==> config.mk <==
export PLATFORM = sky130hd
export DESIGN_NAME = cpu_sequencer_flat
export DESIGN_NICKNAME = d
export VERILOG_FILES = /design/src/rtl/cpu_sequencer_if.sv /design/src/rtl/cpu_sequencer.sv /design/src/flat_wrapper.sv
export SDC_FILE = /design/constraint.sdc
export NUM_CORES = 1
export LEC_CHECK = 0
export BUFFER_PORTS_ARGS = -buffer_cell sky130_fd_sc_hd__buf_2
export CAP_MARGIN = 20
export CORE_MARGIN = 3
export CORE_UTILIZATION = 55
export DETAILED_ROUTE_END_ITERATION = 12
export GPL_TIMING_DRIVEN = 0
export HOLD_SLACK_MARGIN = 0.12
export PLACE_DENSITY_LB_ADDON = 0.2
export SLEW_MARGIN = 25
export SYNTH_ARGS = -nofsm -noshare
export SYNTH_HDL_FRONTEND = slang
export SYNTH_SLANG_ARGS = --single-unit
==> constraint.sdc <==
create_clock -name clk -period 5.8 [get_ports clk]
set_clock_uncertainty 0.15 [all_clocks]
set_input_delay 0.58 -clock clk [delete_from_list [all_inputs] [get_ports clk]]
set_output_delay 0.58 -clock clk [all_outputs]
set_load 0.03 [all_outputs]
==> src/rtl/cpu_sequencer_if.sv <==
// ---------------------------------------------------------------------------
// cpu_sequencer_if
//
// Purpose: bundles the program-load stream and the program-store write port
// of the CPU sequencer into one interface.
//
// Signals:
//   load_valid   - a program word is offered on load_data
//   load_data    - 3-bit program word
//   load_last    - the offered word is the final word of the program
//   load_ready   - the sequencer accepts the offered word this cycle
//   prog_wr_en   - registered write strobe towards the program store
//   prog_wr_addr - program-store address being written
//   prog_wr_data - program-store data being written
//
// Modports:
//   master - the loader side; drives the load stream, watches the write port
//   slave  - the sequencer side
// ---------------------------------------------------------------------------
interface cpu_sequencer_if;
    logic       load_valid;
    logic [2:0] load_data;
    logic       load_last;
    logic       load_ready;
    logic       prog_wr_en;
    logic [3:0] prog_wr_addr;
    logic [2:0] prog_wr_data;

    modport master (
        output load_valid, load_data, load_last,
        input  load_ready, prog_wr_en, prog_wr_addr, prog_wr_data
    );

    modport slave (
        input  load_valid, load_data, load_last,
        output load_ready, prog_wr_en, prog_wr_addr, prog_wr_data
    );
endinterface

==> src/rtl/cpu_sequencer.sv <==
// ---------------------------------------------------------------------------
// cpu_sequencer
//
// Purpose: loads a program of up to 16 three-bit words into an external
// program store, then steps through it. The steps are fetch, execute and
// wait-for-done. A taken jump is opcode 3 with A non-zero. The program halts
// once the next instruction pointer plus 2 runs past the loaded length.
//
// Ports:
//   clk, rst_n     - clock (rising edge) and asynchronous active-low reset
//   ld             - load stream and program-store write port (slave side)
//   start          - begin execution at address 0 (honoured in IDLE/HALTED)
//   opcode,operand - instruction delivered by the fetch unit
//   a_is_zero      - register A equals zero
//   exec_done      - execute unit finished; only looked at in WAIT
//   instr_ptr      - current instruction pointer
//   halt           - low only in FETCH, so the fetch register captures then
//   exec_start     - one-cycle pulse telling the execute unit to run
//   halted, busy   - program ended / FSM in LOAD, FETCH, EXEC or WAIT
//   prog_len       - number of loaded words, 0..16
//   retired        - completed-instruction count, saturating
// ---------------------------------------------------------------------------
module cpu_sequencer (
    input  logic                 clk,
    input  logic                 rst_n,
    cpu_sequencer_if.slave       ld,
    input  logic                 start,
    input  logic [2:0]           opcode,
    input  logic [2:0]           operand,
    input  logic                 a_is_zero,
    input  logic                 exec_done,
    output logic [3:0]           instr_ptr,
    output logic                 halt,
    output logic                 exec_start,
    output logic                 halted,
    output logic                 busy,
    output logic [4:0]           prog_len,
    output logic [15:0]          retired
);

    typedef enum logic [2:0] {
        IDLE,
        LOAD,
        FETCH,
        EXEC,
        WAIT,
        HALTED
    } state_t;

    state_t     state;
    logic [4:0] count;
    logic       load_accept;
    logic       jump_taken;
    logic [4:0] next_ip;
    logic [5:0] next_end;
    logic       past_end;

    // The store holds 16 words. While loading, the sequencer stops accepting
    // once it holds 16. It accepts freely in IDLE and HALTED, where a new
    // word restarts the load from address 0.
    assign ld.load_ready = (state == IDLE) || (state == HALTED) ||
                           ((state == LOAD) && (count < 5'd16));
    assign load_accept   = ld.load_valid && ld.load_ready;

    // The loaded word count is the program length.
    assign prog_len = count;

    // The following outputs are decoded straight from the state register.
    // They therefore change only on a clock edge or on reset.
    assign halt       = (state != FETCH);
    assign exec_start = (state == EXEC);
    assign busy       = (state == LOAD) || (state == FETCH) ||
                        (state == EXEC) || (state == WAIT);

    // Next instruction pointer. It is kept 5 bits wide so that
    // instr_ptr + 2 cannot wrap. The end-of-program test is widened to
    // 6 bits for the same reason.
    assign jump_taken = (opcode == 3'd3) && !a_is_zero;
    assign next_ip    = jump_taken ? {2'b00, operand} : ({1'b0, instr_ptr} + 5'd2);
    assign next_end   = {1'b0, next_ip} + 6'd2;
    assign past_end   = next_end > {1'b0, count};

    // Main sequencer FSM.
    // A load word always beats a start requested in the same cycle. In LOAD,
    // a full store (count 16) spends one cycle with load_ready low before the
    // FSM returns to IDLE. This keeps a 17th word from restarting the load.
    // If the very first word is already marked last, the FSM goes straight
    // back to IDLE. It does not sit in LOAD waiting for words that will never
    // come.
    always_ff @(posedge clk or negedge rst_n) begin
        if (!rst_n) begin
            state           <= IDLE;
            count           <= 5'd0;
            instr_ptr       <= 4'd0;
            retired         <= 16'd0;
            halted          <= 1'b0;
            ld.prog_wr_en   <= 1'b0;
            ld.prog_wr_addr <= 4'd0;
            ld.prog_wr_data <= 3'd0;
        end else begin
            ld.prog_wr_en <= 1'b0;
            case (state)
                IDLE, HALTED: begin
                    if (load_accept) begin
                        ld.prog_wr_en   <= 1'b1;
                        ld.prog_wr_addr <= 4'd0;
                        ld.prog_wr_data <= ld.load_data;
                        count           <= 5'd1;
                        state           <= ld.load_last ? IDLE : LOAD;
                    end else if (start && (count >= 5'd2)) begin
                        instr_ptr <= 4'd0;
                        retired   <= 16'd0;
                        halted    <= 1'b0;
                        state     <= FETCH;
                    end
                end
                LOAD: begin
                    if (count == 5'd16) begin
                        state <= IDLE;
                    end else if (load_accept) begin
                        ld.prog_wr_en   <= 1'b1;
                        ld.prog_wr_addr <= count[3:0];
                        ld.prog_wr_data <= ld.load_data;
                        count           <= count + 5'd1;
                        if (ld.load_last) begin
                            state <= IDLE;
                        end
                    end
                end
                FETCH: begin
                    state <= EXEC;
                end
                EXEC: begin
                    state <= WAIT;
                end
                WAIT: begin
                    if (exec_done) begin
                        if (retired != 16'hFFFF) begin
                            retired <= retired + 16'd1;
                        end
                        if (past_end) begin
                            halted <= 1'b1;
                            state  <= HALTED;
                        end else begin
                            instr_ptr <= next_ip[3:0];
                            state     <= FETCH;
                        end
                    end
                end
                default: begin
                    state <= IDLE;
                end
            endcase
        end
    end

endmodule

==> src/flat_wrapper.sv <==
// flat-port wrapper written by rule: the top's interface ports become plain ports
module cpu_sequencer_flat 
  (clk, rst_n, start, opcode, operand, a_is_zero, exec_done, instr_ptr, halt, exec_start, halted, busy, prog_len, retired, ld_load_valid, ld_load_data, ld_load_last, ld_load_ready, ld_prog_wr_en, ld_prog_wr_addr, ld_prog_wr_data);
  cpu_sequencer_if ld_i ();
  input  logic clk;
  input  logic rst_n;
  input  logic start;
  input  logic [2:0] opcode;
  input  logic [2:0] operand;
  input  logic a_is_zero;
  input  logic exec_done;
  output logic [3:0] instr_ptr;
  output logic halt;
  output logic exec_start;
  output logic halted;
  output logic busy;
  output logic [4:0] prog_len;
  output logic [15:0] retired;
  input wire logic [$bits(ld_i.load_valid)-1:0] ld_load_valid;
  input wire logic [$bits(ld_i.load_data)-1:0] ld_load_data;
  input wire logic [$bits(ld_i.load_last)-1:0] ld_load_last;
  output wire logic [$bits(ld_i.load_ready)-1:0] ld_load_ready;
  output wire logic [$bits(ld_i.prog_wr_en)-1:0] ld_prog_wr_en;
  output wire logic [$bits(ld_i.prog_wr_addr)-1:0] ld_prog_wr_addr;
  output wire logic [$bits(ld_i.prog_wr_data)-1:0] ld_prog_wr_data;
  assign ld_i.load_valid = ld_load_valid;
  assign ld_i.load_data = ld_load_data;
  assign ld_i.load_last = ld_load_last;
  assign ld_load_ready = ld_i.load_ready;
  assign ld_prog_wr_en = ld_i.prog_wr_en;
  assign ld_prog_wr_addr = ld_i.prog_wr_addr;
  assign ld_prog_wr_data = ld_i.prog_wr_data;
  cpu_sequencer u_core (.clk(clk), .rst_n(rst_n), .ld(ld_i), .start(start), .opcode(opcode), .operand(operand), .a_is_zero(a_is_zero), .exec_done(exec_done), .instr_ptr(instr_ptr), .halt(halt), .exec_start(exec_start), .halted(halted), .busy(busy), .prog_len(prog_len), .retired(retired));
endmodule
# Yosys cells after proc, flatten, opt, wreduce, memory -nomap -nowiden

Index checks and enable logic that the tools add are counted.
W data, S select, Z words.

Add/subtract/negate cells: 4
$lt $le $gt $ge: 3
Equal/unequal tests: 21
Muxes and demuxes: 39
Reduce and logical (&&, ||, !) cells: 20

Operator list:

| kind                    | count |
|---|---|
| $mux W16                | 4 |
| $pmux W16 S2            | 1 |
| $mux W4                 | 7 |
| $mux W3                 | 9 |
| $mux W5                 | 4 |
| $add A16 B1 Y16 const B | 1 |
| $ne A16 B16 Y1 const B  | 1 |
| $pmux W4 S2             | 2 |
| $pmux W3 S5             | 1 |
| $reduce_and A5 Y1       | 3 |
| $ne A2 B2 Y1 const B    | 5 |
| $pmux W5 S2             | 1 |
| $eq A3 B2 Y1 const B    | 3 |
| $ne A2 B1 Y1 const B    | 4 |
| $reduce_and A4 Y1       | 2 |
| $mux W1                 | 7 |
| $add A5 B2 Y6 const B   | 1 |
| $eq A3 B3 Y1 const B    | 2 |
| $gt A6 B5 Y1            | 1 |
| $ne A3 B2 Y1 const B    | 2 |
| $pmux W3 S2             | 1 |
| $add A4 B2 Y5 const B   | 1 |
| $add A5 B1 Y5 const B   | 1 |
| $eq A5 B5 Y1 const B    | 1 |
| 13 further kinds        | 22 |

Flip-flop bits (word level): 37
Bits of input ports: 16
Output and inout bits: 38
Logic and storage cells: 95

# Depth between registers and ports, before layout

Gate-level depths: netlist of run 1.

Word-level depth: 8
Gate-level depth with buffers: 12
Gate-level depth less buffers: 11

# Worst setup path before layout of run 1

Ideal clock, no wire load.

Path type: input to register
Start: input a_is_zero
End: register u_core.instr_ptr[1]
Library setup time: 121 ps
Arrival time: 2,880 ps
Data required time: 5,529 ps
Slack: 2,649 ps
Stages: 12
Path buffers: 1
Path through: and4bb_1 buf_2 mux2_2 ha_1 xor2_1 ha_1 nand3_1 nor3_1 mux2i_1 o311a_1 o21ai_2 a22o_1

Cells in the longest elaborated chain, start to end: 7
Elaborated cells between the ends (all ways): 10
Classes of those cells: add/sub (1); order compare (1); eq/ne (1); mux (4); reduce/logical (3)

Ends and longest elaborated chain:

| element                            | line                 | RTL |
|---|---|---|
| from (decl)                        | flat_wrapper.sv:10   | `input logic a_is_zero;` |
| $logic_not A1 Y1 (*)               | cpu_sequencer.sv:78  | `assign jump_taken = (opcode == 3'd3) && !a_is_zero;` |
| $logic_and A1 B1 Y1 (*)            | cpu_sequencer.sv:78  |  |
| $mux W5 (*)                        | cpu_sequencer.sv:79  | `assign next_ip = jump_taken ? {2'b00, operand} : ({1'b0, instr_ptr} + 5'd2);` |
| $add A5 B2 Y6                      | cpu_sequencer.sv:80  | `assign next_end = {1'b0, next_ip} + 6'd2;` |
| $gt A6 B5 Y1                       | cpu_sequencer.sv:81  | `assign past_end = next_end > {1'b0, count};` |
| $ne A2 B2 Y1 (no source line)      | -                    |  |
| $reduce_and A5 Y1 (no source line) | -                    |  |
| to (signal assigned)               | cpu_sequencer.sv:145 | `instr_ptr <= next_ip[3:0];` |
| to (decl)                          | cpu_sequencer.sv:32  | `output logic [3:0] instr_ptr,` |

Mark *: on every way between the ends. The rest lies on a longest branch, timed or not. The select of a mux whose other input is x is not followed.
A chain may end at the register's enable or synchronous reset.

# Final worst setup path of run 1

Start: input a_is_zero
End: register u_core.instr_ptr[0]

Same word-level chain as after synthesis.

==> results of run 1 <==
## worst register-to-register path, stage by stage (launching register included)
cell       delay [ps]
dfrtp_1           440
ha_1              340
mux2_2            290
ha_1              230
xor2_1            180
ha_1              310
nand3_1           110
nand2_1            70
a32oi_1           270
o311a_1           330
nand3_1           140
o2bb2ai_1         190
## stage by stage
step / cell area [um2] / utilization [%] / instances / hold slack [ps] / power [mW]
2_1_floorplan: 2191 / - / 234 / 134.4 / 0.8718
3_3_place_gp: 2516 / 67.21 / 335 / 303.8 / 1.032
3_5_place_dp: 2516 / 67.21 / 335 / 313.0 / 1.045
4_1_cts: 2606 / 69.62 / 343 / 244.5 / 1.236
5_1_grt: 2613 / 69.79 / 343 / 274.9 / 1.334
6_report: 2613 / 69.79 / 343 / 220.3 / 1.235
## Yosys cell counts, types with 2 or more instances
library cell  instances
a22o_1                6
dfrtp_1              37
xor2_1                5
or2_2                 2
o31ai_1               3
a31oi_1               2
xnor2_1               8
and3_1                7
o21ai_1               2
o21ai_0               6
buf_2                 3
nand3_1              10
ha_1                  9
nor2_1               23
buf_4                 2
a21oi_1              11
nand2b_1              2
and2_1                2
nand3b_1              2
or3_1                 3
nand4_1               9
inv_1                 9
nor4_1                5
nor4b_1               2
nand2_1              28
mux2i_1               4
nor3_1                3
## layer usage
metal / routed length (um) / vias to the layer above / track usage [%] / part of all wire (%)
met5: 0 / - / 0 / 0
met4: 72 / 0 / 6.941 / 1.4
met3: 305 / 10 / 5.394 / 6.0
met2: 2497 / 62 / 38.77 / 49
met1: 2226 / 953 / 28.00 / 44
li1: - / 969 / - / -
## power breakdown
group,internal [mW],switching (mW)
Sequential,0.311,0.0534
Clock,0.0852,0.0986
Combinational,0.240,0.448
Total,0.636,0.600
## cell usage in the layout (no fill, tap or decap), types with 3 or more instances in the layout
master,count
nor4_1,4
clkbuf_8,5
buf_2,56
inv_1,9
a22o_1,6
a21oi_1,11
xor2_1,5
nor2_1,23
o31ai_1,3
xnor2_1,8
nand4_1,9
nand3_1,10
or3_1,3
nand2_1,28
nor3_1,3
o21ai_0,6
ha_1,9
dfrtp_1,37
and3_1,7
mux2i_1,4
## cells by family after synthesis
group                      synth area share (%)
xor gates and xnor gates                  5.197
DFF                                       42.26
AOI/OAI and AO/OA                         14.28
muxes                                     2.342
adders and majority gates                 5.140
and+or+nand+nor                           27.70
buffers and inverters                     3.083
## final cells by class
type	count	area, um2
Inverter	10	37.54
Clock buffer	5	68.82
Tap cell	48	60.06
Clock inverter	3	21.27
Timing Repair Buffer	53	265.3
Multi-Input combinational cell	182	1204
Sequential cell	37	925.9
Fill cell	310	1131
Buffer	5	30.03
## state kept, by name (all words and copies together) (netlist names)
signal	count
u_core.ld.prog_wr_addr	4
u_core.ld.prog_wr_en	1
u_core.ld.prog_wr_data	3
u_core.instr_ptr	4
u_core.prog_len	5
u_core.retired	16
u_core.halted	1
u_core.state	3
## worst max path at each step
stage | start | end | slack, ps | cells past startpoint
final | a_is_zero | u_core.instr_ptr[0] | 2490 | 13
after floorplan | a_is_zero | u_core.instr_ptr[1] | 2650 | 12
after global routing | a_is_zero | u_core.instr_ptr[0] | 2300 | 13
after CTS | a_is_zero | u_core.instr_ptr[1] | 2540 | 13
after global placement | a_is_zero | u_core.instr_ptr[1] | 2320 | 13
after detailed placement | a_is_zero | u_core.instr_ptr[1] | 2290 | 13
==> summary.md, run 1 <==
| Metric | Value |
|---|---|
| Worst vdd ir | 0.0003845 V |
| Die ar. | 0.004777 mm2 |
| TritonCTS buffer count | 5 |
| Dpl hpwl | 3787 um |
| Diode count | 0 |
| Die W | roughly 69 um |
| FP Rows | 22 |
| Clock transition at path regs | approximately 80 ps |
| Synth Instances | 234 |
| GPL Wtd Cong | between 0.8 and 0.9 |
| CP Cell Sequence | buf_2 -> and4bb_1 -> buf_2 -> mux2i_1 -> ha_1 -> xor2_1 -> ha_1 -> nand3_1 -> nand2_1 -> a32oi_1 -> o311a_1 -> nand3_1 -> o2bb2ai_1 |
| Clock Sinks | 37 |
| Worst R2R Path Depth | 11 |
| Avg Vias per Cell | 5.813 |
| Top-Level Pins | 54 |
| RSZ-0062 raised after global routing | no |
| Synth async-reset ratio | 100.0% |
| #FFs+latches synth | 37 |
| Post-route setup TNS | 0 ps |
| CTS tree | yes |
| Setup violators final | 0 |
| PD cells | 472.9 mW/mm2 |
| GR Overflow Total | 0 |
| Fmax | slightly above 0.3 GHz |
| Top_reg_cell synth | dfrtp_1 |
| Leakage | about 1.3 nW |
| Status | completed |
| Worst-margin pin slew | 807.5 ps |
| Tmin final | 3313 ps |
| Arr. time, crit path | ~3400 ps |
| WL/cell | approximately 15 um |
| Max_cap viols | 0 |
| Largest net degree at the start of global routing | 38 |
| Final ANT Viol Nets | 0 |
| Netlist cell types | 56 |
| DR iter-0 viols | 117 |
| Final critical-path share of the clock period | 57.13% |
| Top cells by area, synth | dfrtp_1, ha_1, nand2_1, nor2_1, xnor2_1 |
| Clock Path Buffers | 2 |
| Dpl ws | between 2000 and 2500 ps |
| Reg-to-reg endpoint | u_core.instr_ptr[0] |
| CTS Root Cell | clkbuf_8 |
| CP required | 5870 ps |
| Relative slew slack | 46.16% |
| PnR worst setup slack | 2487 ps |
| PostCTS Resize Cnt | 0 |
| Worst-Skew Late Latency | 290 ps |
| Routed WL | 5102 um |
| EDFF count, synth | 0 |
| Initial antenna violation count | 0 |
| Delay-heaviest family, CP | compound AO/OA/AOI/OAI gates |
| Post-CTS Hold Buffers | 0 |
| Die height | 69.12 um |
| CP max-delay cell | mux2i_1 |
| Mapped Area | between 0.002 and 0.0025 mm2 |
| DRC | 0 |
| First-pass GRT wire length | 8866 um |
| Crit end category | flop |
| Net Count, Synth | 259 |
| Type of the worst setup path | in -> reg |
| Max H-tree Level | 2 |
| Reg2reg start | u_core.instr_ptr[1] |
| Area leader, netlist | dfrtp_1 |
| Syn-to-layout area delta | 19.25% |
| Via count | ~2000 |
| Final Hold Fails | 0 |
| Syn avg cell area | between 9 and 10 um2 |
| Hold Crit Class | in -> async |
| Core Area | 0.003744 mm2 |
| Vias in the first global route | 1973 |
| Share of the synthesized area in the top cell type | 42.26% |
| IO buf count | 53 |
| Number of synthesis warnings | 0 |
| Pins Over Slew Limit | 0 |
| Total Nets Final | 319 |
| First drt pass iteration count | 5 |
| Crit path buffers/inverters | 2 |
| Total GRT Usage | 22.59% |
| Starting Density | roughly 60% |
| CP max FO | 7 |
| FF-to-FF setup slack | about 2700 ps |
| Worst path max stage delay | 440 ps |
| Post-CTS Setup Inserts | 0 |
| Startpoint Class | input port |
| Share of layout cells above drive strength 1 | 27.46% |
| Seq/Total Area, Yosys | 42.26% |
Power figures use the tool's default switching activity.
==> run 2, diff against run 1 <==
--- a/config.mk
+++ b/config.mk
@@ -5,10 +5,11 @@
 export SDC_FILE = /design/constraint.sdc
 export NUM_CORES = 1
 export LEC_CHECK = 0
+export ABC_AREA = 1
 export BUFFER_PORTS_ARGS = -buffer_cell sky130_fd_sc_hd__buf_2
 export CAP_MARGIN = 20
 export CORE_MARGIN = 3
-export CORE_UTILIZATION = 55
+export CORE_UTILIZATION = 49
 export DETAILED_ROUTE_END_ITERATION = 12
 export GPL_TIMING_DRIVEN = 0
 export HOLD_SLACK_MARGIN = 0.12
==> constraint.sdc (replaced) <==
create_clock -name clk -period 2.9 [get_ports clk]
set_clock_uncertainty 0.15 [all_clocks]
set_input_delay 0.29 -clock clk [delete_from_list [all_inputs] [get_ports clk]]
set_output_delay 0.29 -clock clk [all_outputs]
set_load 0.03 [all_outputs]
==> summary.md, run 2 <==
| Metric | Value |
|---|---|
| Status | completed |
| Syn avg cell area | around 7.3 um2 |
| Leakage | 1.501 nW |
| Mapped Area | 0.002301 mm2 |
| Die W | between 70 and 80 um |
| Synth Instances | 316 |
| Share of the synthesized area in the top cell type | 40.24% |
| Cell mode on critical path | nand2_1 |
| Clock transition at path regs | 70 ps |
| Hold path startpoint | ld_load_valid |
| Setup violators final | 0 |
| Worst vdd ir | 0.0005221 V |
| Total GRT Usage | about 21% |
| Initial antenna violation count | 0 |
| Largest net degree at the start of global routing | 38 |
| Max H-tree Level | 2 |
| Final Hold Fails | 0 |
| Seq/Total Area, Yosys | 40.24% |
| Most frequent cells after synthesis | nand2_1, dfrtp_1, inv_1 |
| Pins Over Slew Limit | 0 |
| Net Count, Synth | 341 |
| Top_reg_cell synth | dfrtp_1 |
| Crit end category | flop |
| Max reg flops | 16 |
| Worst-margin pin slew | 831.2 ps |
| Post-CTS Setup Inserts | 0 |
| Worst Hold Path Cells | 4 |
| Tmin final | between 2000 and 3000 ps |
| Top-Level Pins | 54 |
| Avg Vias per Cell | around 5.1 |
| Internal | 1.192 mW |
| Worst hold slack | roughly 180 ps |
| DR iter-0 viols | 150 |
| Area leader, netlist | dfrtp_1 |
| Reg2reg start | u_core.instr_ptr[1] |
| EDFF count, synth | 0 |
| Routed WL | 5393 um |
| PD cells | 779.2 mW/mm2 |
| CP required | roughly 2900 ps |
| Crit path buffers/inverters | 1 |
| Fillers | 420 |
| Final Instance Area | 0.002809 mm2 |
| Net Sw Power | 997.1 uW |
| DRC | 0 |
| First-pass GRT wire length | 9108 um |
| Vias in the first global route | 1960 |
| Worst-Skew Late Latency | about 290 ps |
| Startpoint Class | flop |
| Largest Register | u_core.retired |
| Commonest non-fill, non-tap cells in the layout | nand2_1, buf_2, dfrtp_1 |
| CTS Root Cell | clkbuf_8 |
| Reg-to-reg endpoint | u_core.instr_ptr[3] |
| Max_cap viols | 0 |
| Top cells by area, synth | dfrtp_1, nand2_1, inv_1, xor2_1, ha_1 |
| Flop pwr share | about a third |
| Footprint of the multi-input gates | 0.001206 mm2 |
| Final ANT Viol Nets | 0 |
| CP Cell Sequence | ha_1 -> nand2_1 -> o21ai_2 -> ha_2 -> xor2_1 -> inv_1 -> ha_1 -> and3_1 -> nand3_1 -> nand2b_1 -> nand3_2 -> nand2_2 -> nand2_1 -> nand2_1 |
| Worst path max stage delay | 430 ps |
| Core Area | between 0.004 and 0.005 mm2 |
| Logic gate share of total power | 46.9% |
| Most common cell after layout, fill and taps aside | nand2_1 |
| FP Rows | 24 |
| Relative slew slack | 44.58% |
| TritonCTS buffer count | 5 |
| Clock Path Buffers | 2 |
| Endpoint, Worst Hold | u_core.prog_len[3] |
| Dpl cell area | ~0.0026 mm2 |
| Arr. time, crit path | 2690 ps |
| GPL Wtd Cong | approximately 0.86 |
| Register area | 925.9 um2 |
| Dpl ws | -237.1 ps |
| First drt pass iteration count | 4 |
| Netlist cell types | 32 |
| CP max FO | 5 |
| WL/cell | between 10 and 15 um |
| #FFs+latches synth | 37 |
| Final critical-path share of the clock period | between 90% and 100% |
| Die height | 74.53 um |
| Hold Crit Class | in -> reg |
| Type of the worst setup path | reg -> reg |
| CTS tree | yes |
| CP max-delay cell | dfrtp_1 |
| Fmax | 0.3754 GHz |
| Die ar. | 0.005554 mm2 |
| FF-to-FF setup slack | 240 ps |
| Diode count | 0 |
| Clock Sinks | 37 |
| PnR worst setup slack | 236.5 ps |
| Delay-heaviest family, CP | simple AND/OR/NAND/NOR gates |
| Clock power share | 21.6% |
| Total power | 2.189 mW |
| Synth async-reset ratio | 100.0% |
| RSZ-0062 raised after global routing | no |
| Most common cell in the synthesized netlist | nand2_1 |
| Share of layout cells above drive strength 1 | 21.26% |
| Switching Share | 45.56% |
| Worst R2R Path Depth | 14 |
| Total Nets Final | 405 |
| Starting Density | 51.77% |
| IO buf count | between 50 and 60 |
| GR Overflow Total | 0 |
| Syn-to-layout area delta | 22.08% |
| Utilization after layout | 63.20% |
| Via count | around 2200 |
| Number of synthesis warnings | 0 |
| Dpl hpwl | ~4000 um |
## run 2: cell count changes after synthesis, moves of 7 or more
cell / previous run / this run
o21ai_0: 6 / 17
nor2_1: 23 / 30
xor2_1: 5 / 14
nand3_1: 10 / 19
xnor2_1: 8 / 1
inv_1: 9 / 34
nand2_1: 28 / 98
## run 2: metal layers
| metal | track usage, % | vias to the layer above | wire [um] | share of wire [%] |
|---|---|---|---|---|
| met5 | 0 | - | 0 | 0 |
| met4 | 3.557 | 0 | 19 | 0.35 |
| met3 | 4.730 | 2 | 295 | 5.5 |
| met2 | 32.10 | 53 | 2446 | 45 |
| met1 | 30.27 | 1005 | 2632 | 49 |
| li1 | - | 1133 | - | - |
## run 2: tightest hold or removal path, stage by stage
cell and delay [ps]:
buf_2 110, nand2_2 70, o21ai_0 70, a21oi_1 40
## run 2: power groups by stage
stage	clock [mW]	sequential (mW)	combinational [mW]
2_1_floorplan	0	0.833	0.599
3_3_place_gp	0	0.693	0.995
3_5_place_dp	0	0.694	1.01
4_1_cts	0.482	0.687	1.02
5_1_grt	0.505	0.699	1.15
6_report	0.473	0.688	1.03
## run 2: how the worst max path moves through the flow
stage	endpoint	start	slack, ps	depth (start not counted)
after global routing	u_core.instr_ptr[3]	u_core.instr_ptr[1]	20	14
final	u_core.instr_ptr[3]	u_core.instr_ptr[1]	240	14
after CTS	u_core.instr_ptr[3]	u_core.instr_ptr[1]	40	14
after floorplan	u_core.instr_ptr[1]	u_core.instr_ptr[1]	90	14
after global placement	u_core.instr_ptr[0]	opcode[2]	-190	15
after detailed placement	u_core.instr_ptr[3]	opcode[2]	-240	15
## run 2: timing repair
action	CTS	global route
hold buffers	4	0
endpoints found under the hold margin	40	0
setup endpoints to repair	6	7
pin swaps	0	0
resized for setup	2	5
## run 2: cell type report
type,instances,share of cell area (%)
Sequential cell,37,32.96
Buffer,5,1.069
Inverter,41,5.568
Timing Repair Buffer,57,10.87
Tap cell,52,2.316
Clock inverter,2,1.336
Clock buffer,6,2.940
Multi-Input combinational cell,233,42.94
## run 2: metrics by stage
stage	cells	setup TNS, ps
3_3_place_gp	421	-939.3
6_report	433	0
2_1_floorplan	316	0
5_1_grt	433	0
4_1_cts	433	0
3_5_place_dp	421	-1291
## run 2: logic make-up after synthesis
| family | share of synthesized area, % |
|---|---|
| xor gates and xnor gates | 5.710 |
| adders and majority gates | 4.894 |
| buffers and inverters | 8.102 |
| and+or+nand+nor | 33.93 |
| muxes | 0.4350 |
| DFF | 40.24 |
| AOI/OAI and AO/OA | 6.689 |
